==> src/rtl/uart_tx_arbiter.sv <==
// Shares one UART transmitter between two byte producers, each with its own FIFO.
// Round-robin per byte by default; define UART_ARB_LINELOCK_EN to hold the grant until a port sends LF.
module uart_tx_arbiter #(
  parameter int DEPTH        = 4,
  parameter int LOCK_TIMEOUT = 2500
) (
  input  logic       CLK,
  input  logic       RESET_N,
  input  logic [7:0] req0Data,
  input  logic       req0Stb,
  output logic       req0Rdy,
  input  logic [7:0] req1Data,
  input  logic       req1Stb,
  output logic       req1Rdy,
  output logic [7:0] txData,
  output logic       txStb,
  input  logic       txRdy,
  output logic       grant,
  output logic [1:0] ovf,
  output logic [1:0] dbg_state_o
);

  localparam int AW = $clog2(DEPTH);
  localparam int PW = AW + 1;

  if (DEPTH < 2 || DEPTH > 16 || (DEPTH & (DEPTH - 1)) != 0 || LOCK_TIMEOUT < 1) begin : g_bad_param
    $error("uart_tx_arbiter: DEPTH must be a power of two in 2..16 and LOCK_TIMEOUT >= 1");
  end

  typedef enum logic [1:0] {
    S_IDLE   = 2'd0,
    S_STROBE = 2'd1,
    S_HOLD   = 2'd2,
    S_WAIT   = 2'd3
  } state_e;

  state_e        state_q;
  logic [7:0]    tx_data_q;
  logic          tx_stb_q;
  logic          grant_q;
  logic          last_grant_q;
  logic [1:0]    ovf_q;
  logic [PW-1:0] wptr_q [2];
  logic [PW-1:0] rptr_q [2];
  logic [7:0]    mem_q  [2][DEPTH];

  logic [1:0] push_stb;
  logic [7:0] push_data [2];
  logic [1:0] full;
  logic [1:0] empty;
  logic [1:0] push_ok;
  logic [1:0] elig;
  logic [1:0] pop;
  logic       sel;
  logic       do_pop;
  logic [7:0] pop_data;

  assign push_stb     = {req1Stb, req0Stb};
  assign push_data[0] = req0Data;
  assign push_data[1] = req1Data;

  always_comb begin
    for (int p = 0; p < 2; p++) begin
      empty[p] = (wptr_q[p] == rptr_q[p]);
      full[p]  = (wptr_q[p][AW-1:0] == rptr_q[p][AW-1:0]) && (wptr_q[p][AW] != rptr_q[p][AW]);
    end
  end

  // A push is judged on pre-edge fullness; a pop in the same cycle does not rescue it.
  assign push_ok = push_stb & ~full;
  assign req0Rdy = ~full[0];
  assign req1Rdy = ~full[1];

`ifdef UART_ARB_LINELOCK_EN
  localparam int TW = $clog2(LOCK_TIMEOUT + 1);

  logic          lock_q;
  logic          lock_port_q;
  logic [TW-1:0] tmo_q;

  assign elig = ~empty & (lock_q ? (lock_port_q ? 2'b10 : 2'b01) : 2'b11);

  // Timeout only runs while the locked port is starving a waiting neighbour.
  always_ff @(posedge CLK or negedge RESET_N) begin
    if (!RESET_N) begin
      lock_q      <= 1'b0;
      lock_port_q <= 1'b0;
      tmo_q       <= '0;
    end else if (do_pop) begin
      lock_q      <= (pop_data != 8'h0A);
      lock_port_q <= sel;
      tmo_q       <= '0;
    end else if (lock_q) begin
      if (push_stb[lock_port_q] || !empty[lock_port_q] || empty[!lock_port_q]) begin
        tmo_q <= '0;
      end else if (tmo_q == TW'(LOCK_TIMEOUT - 1)) begin
        lock_q <= 1'b0;
        tmo_q  <= '0;
      end else begin
        tmo_q <= tmo_q + TW'(1);
      end
    end
  end
`else
  assign elig = ~empty;
`endif

  always_comb begin
    sel      = elig[1] & (~elig[0] | ~last_grant_q);
    do_pop   = (state_q == S_IDLE) && txRdy && (|elig);
    pop      = 2'b00;
    if (do_pop) pop[sel] = 1'b1;
    pop_data = mem_q[sel][rptr_q[sel][AW-1:0]];
  end

  always_ff @(posedge CLK or negedge RESET_N) begin
    if (!RESET_N) begin
      for (int p = 0; p < 2; p++) begin
        wptr_q[p] <= '0;
        rptr_q[p] <= '0;
      end
      ovf_q <= 2'b00;
    end else begin
      for (int p = 0; p < 2; p++) begin
        if (push_ok[p]) wptr_q[p] <= wptr_q[p] + PW'(1);
        if (pop[p]) rptr_q[p] <= rptr_q[p] + PW'(1);
        if (push_stb[p] && full[p]) ovf_q[p] <= 1'b1;
      end
    end
  end

  always_ff @(posedge CLK) begin
    for (int p = 0; p < 2; p++) begin
      if (push_ok[p]) mem_q[p][wptr_q[p][AW-1:0]] <= push_data[p];
    end
  end

  // HOLD exists because the UART drops txRdy one cycle after the strobe.
  always_ff @(posedge CLK or negedge RESET_N) begin
    if (!RESET_N) begin
      state_q      <= S_IDLE;
      tx_data_q    <= 8'h00;
      tx_stb_q     <= 1'b0;
      grant_q      <= 1'b0;
      last_grant_q <= 1'b1;
    end else begin
      case (state_q)
        S_IDLE: begin
          if (do_pop) begin
            state_q      <= S_STROBE;
            tx_stb_q     <= 1'b1;
            tx_data_q    <= pop_data;
            grant_q      <= sel;
            last_grant_q <= sel;
          end
        end
        S_STROBE: begin
          tx_stb_q <= 1'b0;
          state_q  <= S_HOLD;
        end
        S_HOLD: begin
          state_q <= S_WAIT;
        end
        S_WAIT: begin
          if (txRdy) state_q <= S_IDLE;
        end
        default: state_q <= S_IDLE;
      endcase
    end
  end

  assign txData      = tx_data_q;
  assign txStb       = tx_stb_q;
  assign grant       = grant_q;
  assign ovf         = ovf_q;
  assign dbg_state_o = state_q;

endmodule

==> config.mk <==
export PLATFORM = sky130hd
export DESIGN_NAME = uart_tx_arbiter
export DESIGN_NICKNAME = d
export VERILOG_FILES = /design/src/rtl/uart_tx_arbiter.sv
export SDC_FILE = /design/constraint.sdc
export NUM_CORES = 1
export LEC_CHECK = 0
export BUFFER_PORTS_ARGS = -buffer_cell sky130_fd_sc_hd__buf_2
export CELL_PAD_IN_SITES_DETAIL_PLACEMENT = 0
export CELL_PAD_IN_SITES_GLOBAL_PLACEMENT = 1
export CORE_MARGIN = 2
export CORE_UTILIZATION = 36
export CTS_CLUSTER_DIAMETER = 120
export DETAILED_ROUTE_END_ITERATION = 8
export GPL_TIMING_DRIVEN = 0
export PLACE_DENSITY_LB_ADDON = 0.05
export RECOVER_POWER = 50
export SETUP_SLACK_MARGIN = 0.2
export SYNTH_ARGS = -nofsm -noshare
export SYNTH_HDL_FRONTEND = slang
export SYNTH_SLANG_ARGS = --single-unit
==> constraint.sdc <==
create_clock -name CLK -period 3.1 [get_ports CLK]
set_input_delay 0.155 -clock CLK [delete_from_list [all_inputs] [get_ports CLK]]
set_output_delay 0.155 -clock CLK [all_outputs]
set_load 0.02 [all_outputs]
---- Yosys cells after proc, flatten, opt, wreduce, memory -nomap -nowiden ----
Memory sizes are Yosys's and may differ from the RTL's.
Index checks and enable logic that the tools add are counted.
cells by class
  add/sub/neg operators ................... 4
  order comparisons ....................... 8
  equality and inequality tests ........... 11
  muxes and demuxes ....................... 22
  bitwise operators ....................... 13
  reductions and logical operators ........ 15
operator list
  kind                   count
  $mux W32               2
  $demux W8 S2           2
  $mux W8                4
  $bmux W8 S2            1
  $add A3 B1 Y3 const B  4
  $mux W2                6
  $ge A3 B3 Y1 const B   3
  $logic_and A1 B1 Y1    9
  $not A2 Y3             3
  $pmux W2 S4            1
  $eq A3 B3 Y1           2
  $lt A3 B1 Y1 const B   2
  $reduce_and A2 Y1      3
  $eq A2 B2 Y1           2
  $eq A2 B2 Y1 const B   2
  $mux W1                4
  $ne A2 B2 Y1 const B   2
  $not A1 Y1             4
  $not A2 Y2             2
  $and A2 B2 Y2          1
  $eq A2 B1 Y1 const B   1
  $ge A2 B2 Y1 const B   1
  $logic_not A2 Y1       1
  $lt A1 B2 Y1 const B   1
  other kinds (9)        10
word-level totals
  register bits ........................... 27
  RAM bits ................................ 64
  bits of input ports ..................... 21
  output and inout port bits .............. 16
  memories ................................ 1
memories
  memory  depth  width  rd ports  clocked after Yosys merged registers in  write ports  line  source
  mem_q   2      32     1         0                                        2            45    logic [7:0] mem_q [2][DEPTH];

---- Longest topological paths before layout ----
  depth in word-level cells ............... 13
  mapped depth ............................ 7
  gate-level depth less buffers ........... 6

---- Least setup slack after synthesis ----
No wires, ideal clock.
  kind .................................... flip-flop to flip-flop
  start ................................... reg rptr_q[3] in the netlist's numbering
  end ..................................... reg wptr_q[5] in the netlist's numbering
  arrival time ............................ 1.621 ns
  data required time ...................... 2.960 ns
  setup slack ............................. 1.339 ns
  cell stages (with the launch flop) ...... 6
  clock period less this slack ............ 1.761 ns
  path through ............................ dfrtp_1 buf_6 xnor2_4 nand3b_1 and3_1 xor2_1
on the way
  longest elaborated chain between the ends .. 4
ends and longest elaborated chain
  item                             line  source
  start, declared                  44    logic [PW-1:0] rptr_q [2];
  start signal, assigned by index  126   if (pop[p]) rptr_q[p] <= rptr_q[p] + PW'(1);
  $eq A2 B2 Y1                     65    full[p] = (wptr_q[p][AW-1:0] == rptr_q[p][AW-1:0]) && (wptr_q[p][AW] != rptr_q[p][AW]);
  $logic_and A1 B1 Y1              65
  $not A2 Y2                       70    assign push_ok = push_stb & ~full;
  $and A2 B2 Y2                    70
  end signal, assigned by index    125   if (push_ok[p]) wptr_q[p] <= wptr_q[p] + PW'(1);
  end, declared                    43    logic [PW-1:0] wptr_q [2];
Every way passes these cells.
A chain may end at the register's enable or synchronous reset.

==> flow_metrics.env <==
export IMPL_slowest_stage="and3_1"
export IMPL_post_route_period_util=0.625
export IMPL_worstHoldPathType="input port to register"
export IMPL_violations="max-capacitance violations, max-slew violations"
export IMPL_critPathMaxFanout=9
export IMPL_final_setup_worst_slack_ns=1.16
export IMPL_setup_tns_ns=0
export IMPL_worst_pin_slew_ns=1.60
export IMPL_final_nets=307
export IMPL_finalSetupViolations=0
export IMPL_dieArea_sq_um=11800
export IMPL_dp_slack_ns=1.17
export IMPL_grt_util_all_layers=0.134
export IMPL_area_growth_pct=14.5
export IMPL_worst_path_buf_inv=0
export IMPL_start_util=0.367
export IMPL_yosys_cell_types_count=37
export IMPL_wl_met3_um=277
export IMPL_cts_root_buf="clkbuf_8"
export IMPL_layout_commonest_cell="edfxtp_1"
export IMPL_wl_met1_mm=3.29
export IMPL_critPathKind="register to register"
export IMPL_grt_setup_unrepaired="false"
export IMPL_drt_vias_per_instance=4.71
export IMPL_insertion_delay_ns=0.37
export IMPL_numPortBuffers=36
export IMPL_syn_area_sq_um=3950
export IMPL_synth_seq_cells=91
export IMPL_wl_met2_mm=3.43
export IMPL_cts_clk_slew_worst_paths_ns=0.10
export IMPL_power_density_nw_per_um2=1000
export IMPL_synth_area_mux_share=0.133
export IMPL_peakVddDrop_uv=323
export IMPL_cts_tree="done"
export IMPL_fmax_mhz=516
export IMPL_period_needed_ns=1.94
export IMPL_synth_seq_area_share=0.658
export IMPL_reg2regPathDepth=3
export IMPL_grt_pass1_wl_mm=11.3
export IMPL_status="complete, but fails checks"
export IMPL_syn_nets=253
export IMPL_cts_buffers=9
export IMPL_total_leakage_power_uw=0.00169
export IMPL_synth_area_leaders="edfxtp_1, dfrtp_1, mux4_1"
export IMPL_yosys_area_top_type_share=0.487
export IMPL_synth_area_per_cell_sq_um=18.2
export IMPL_hold_viol_final=0
export IMPL_coreArea_sq_um=10700
export IMPL_htreeDepth=3
export IMPL_synth_xor_area_frac=0.0444
export IMPL_dp_final_hpwl_mm=4.79
export IMPL_grt_max_degree=28
export IMPL_critPathRequiredTime_ns=3.10
export IMPL_insertedDiodeCount=0
export IMPL_dpl_cell_area_sq_um=4300
export IMPL_netlist_instances=217
export IMPL_cts_resized=0
export IMPL_layout_common_cells="edfxtp_1, clkbuf_1, dfrtp_1"
export IMPL_slew_headroom=-0.0697
export IMPL_arrival_ns=1.94
export IMPL_skew_ns=0.0163
export IMPL_ys_warn_count=0
export IMPL_maxCapViolations=1
export IMPL_drc=0
export IMPL_pin_count=37
export IMPL_synth_compound_area_frac=0.0456
export IMPL_die_w_um=109
export IMPL_dr_pass1_iters=4
export IMPL_max_stage_delay_ns=0.55
export IMPL_cp_depth=3
export IMPL_cp_end_kind="register"
export IMPL_critPathTopFamily="simple AND/OR/NAND/NOR gates"
export IMPL_num_vias=1961
export IMPL_wl_mm=7.11
export IMPL_cts_hold_buf=6
export IMPL_post_cts_buffers=0
export IMPL_post_drt_wl_per_cell_um=17.1
export IMPL_path_cells="xnor2_2 -> nand3b_1 -> and3_1"
export IMPL_die_h_um=109
export IMPL_min_path_cells=1
export IMPL_drive_gt1_frac=0.196
export IMPL_synth_top_family_by_area="multiplexers"
export IMPL_gp_congestion=0.671
export IMPL_ant_nets=0
export IMPL_drt_iter0_drc=93
export IMPL_drv_slew=28
export IMPL_highest_layer="met4"
export IMPL_grt_pass1_vias=2015
export IMPL_final_area_sq_um=4520
export IMPL_grt_ovfl_total=0
export IMPL_yosys_area_share_simple=0.0453
export IMPL_cts_max_path_buffers=2
export IMPL_clkSinkCount=91
export IMPL_cp_start_kind="register"
export IMPL_rows=38
export IMPL_synthAdderAreaFrac=0.0475
export IMPL_antenna_found_initial=0
export IMPL_yosys_area_top_type="edfxtp_1"
export IMPL_hold_worst_slack_ns=0.0522
-- cells by family (layout without fill, tap and decap cells) --
| family | after synthesis | count (layout) |
|---|---|---|
| AO/OA/AOI/OAI | 21 | 21 |
| XOR/XNOR | 14 | 14 |
| adder cells (fa/ha/maj) | 15 | 15 |
| buffers and inverters | 16 | 75 |
| flip-flops | 91 | 91 |
| multiplexers | 28 | 28 |
| AND/OR/NAND/NOR | 32 | 32 |
-- per-layer routing --
metal  track usage  up-vias
met5             0        -
met4        0.0549        0
met3        0.0287       11
met2         0.210       41
met1         0.181      982
li1              -      927
-- Yosys cell counts --
cell type  number
xnor2_4         2
nand2_1         5
and3_4          1
o2111a_1        1
and3_1          8
mux2i_1         9
nor2b_1         1
o21ai_1         3
mux2_1          1
nand3_4         1
xor2_1          4
a21oi_2         2
nor2_1         10
dfstp_2         1
mux4_2          6
mux2_2          1
dfrtp_1        26
nand3_1         2
a21o_1          1
o21ai_0         1
and2_1          2
mux4_1         10
xnor2_1         6
nand3b_1        2
ha_1           15
buf_4           1
o21bai_2        2
buf_6           5
a21oi_1         6
inv_1          10
o21bai_1        2
o21ai_2         1
xnor2_2         2
mux2_4          1
a211oi_4        1
a41oi_4         1
edfxtp_1       64
-- power by group --
group	switching, uW	internal [uW]
clock network	445	299
registers	203	1700
logic	1050	840
total	1700	2840
-- cell type report --
type	instances	area [sq um]
timing repair buffer	43	219
inverter	10	37.5
buffer	6	63.8
multi-input combinational	110	1250
sequential	91	2600
clock buffer	10	128
clock inverter	6	48.8
fill	1032	6230
tap	140	175
-- flip-flops by register name, indices dropped and copies added, names as in the netlist --
signal / cells
dbg_state_o: 2
grant: 1
last_grant_q: 1
mem_q: 64
ovf: 2
rptr_q: 6
txData: 8
txStb: 1
wptr_q: 6
-- metrics by stage --
stage | instances | util | total power [uW]
2_1_floorplan | 217 | - | 3350
3_3_place_gp | 393 | 0.400 | 3860
3_5_place_dp | 393 | 0.400 | 3870
4_1_cts | 415 | 0.422 | 4620
5_1_grt | 416 | 0.420 | 4860
6_report | 416 | 0.420 | 4530
-- final timing paths --
path,startpoint,endpoint,slack [ns]
hold reg to reg,ovf[0],ovf[0],0.49
max in group asynchronous,RESET_N,rptr_q[1],1.44
min in group asynchronous,RESET_N,wptr_q[0],0.72
setup / recovery,rptr_q[5],mem_q[0][6],1.16
setup reg to reg,rptr_q[5],mem_q[0][6],1.16
hold / removal,req1Data[5],mem_q[1][21],0.05
-- worst reg2reg max path: stages (launching register included) --
cell and delay (ns):
dfrtp_1 0.43, xnor2_2 0.32, nand3b_1 0.28, and3_1 0.55
Power figures use the tool's default switching activity.
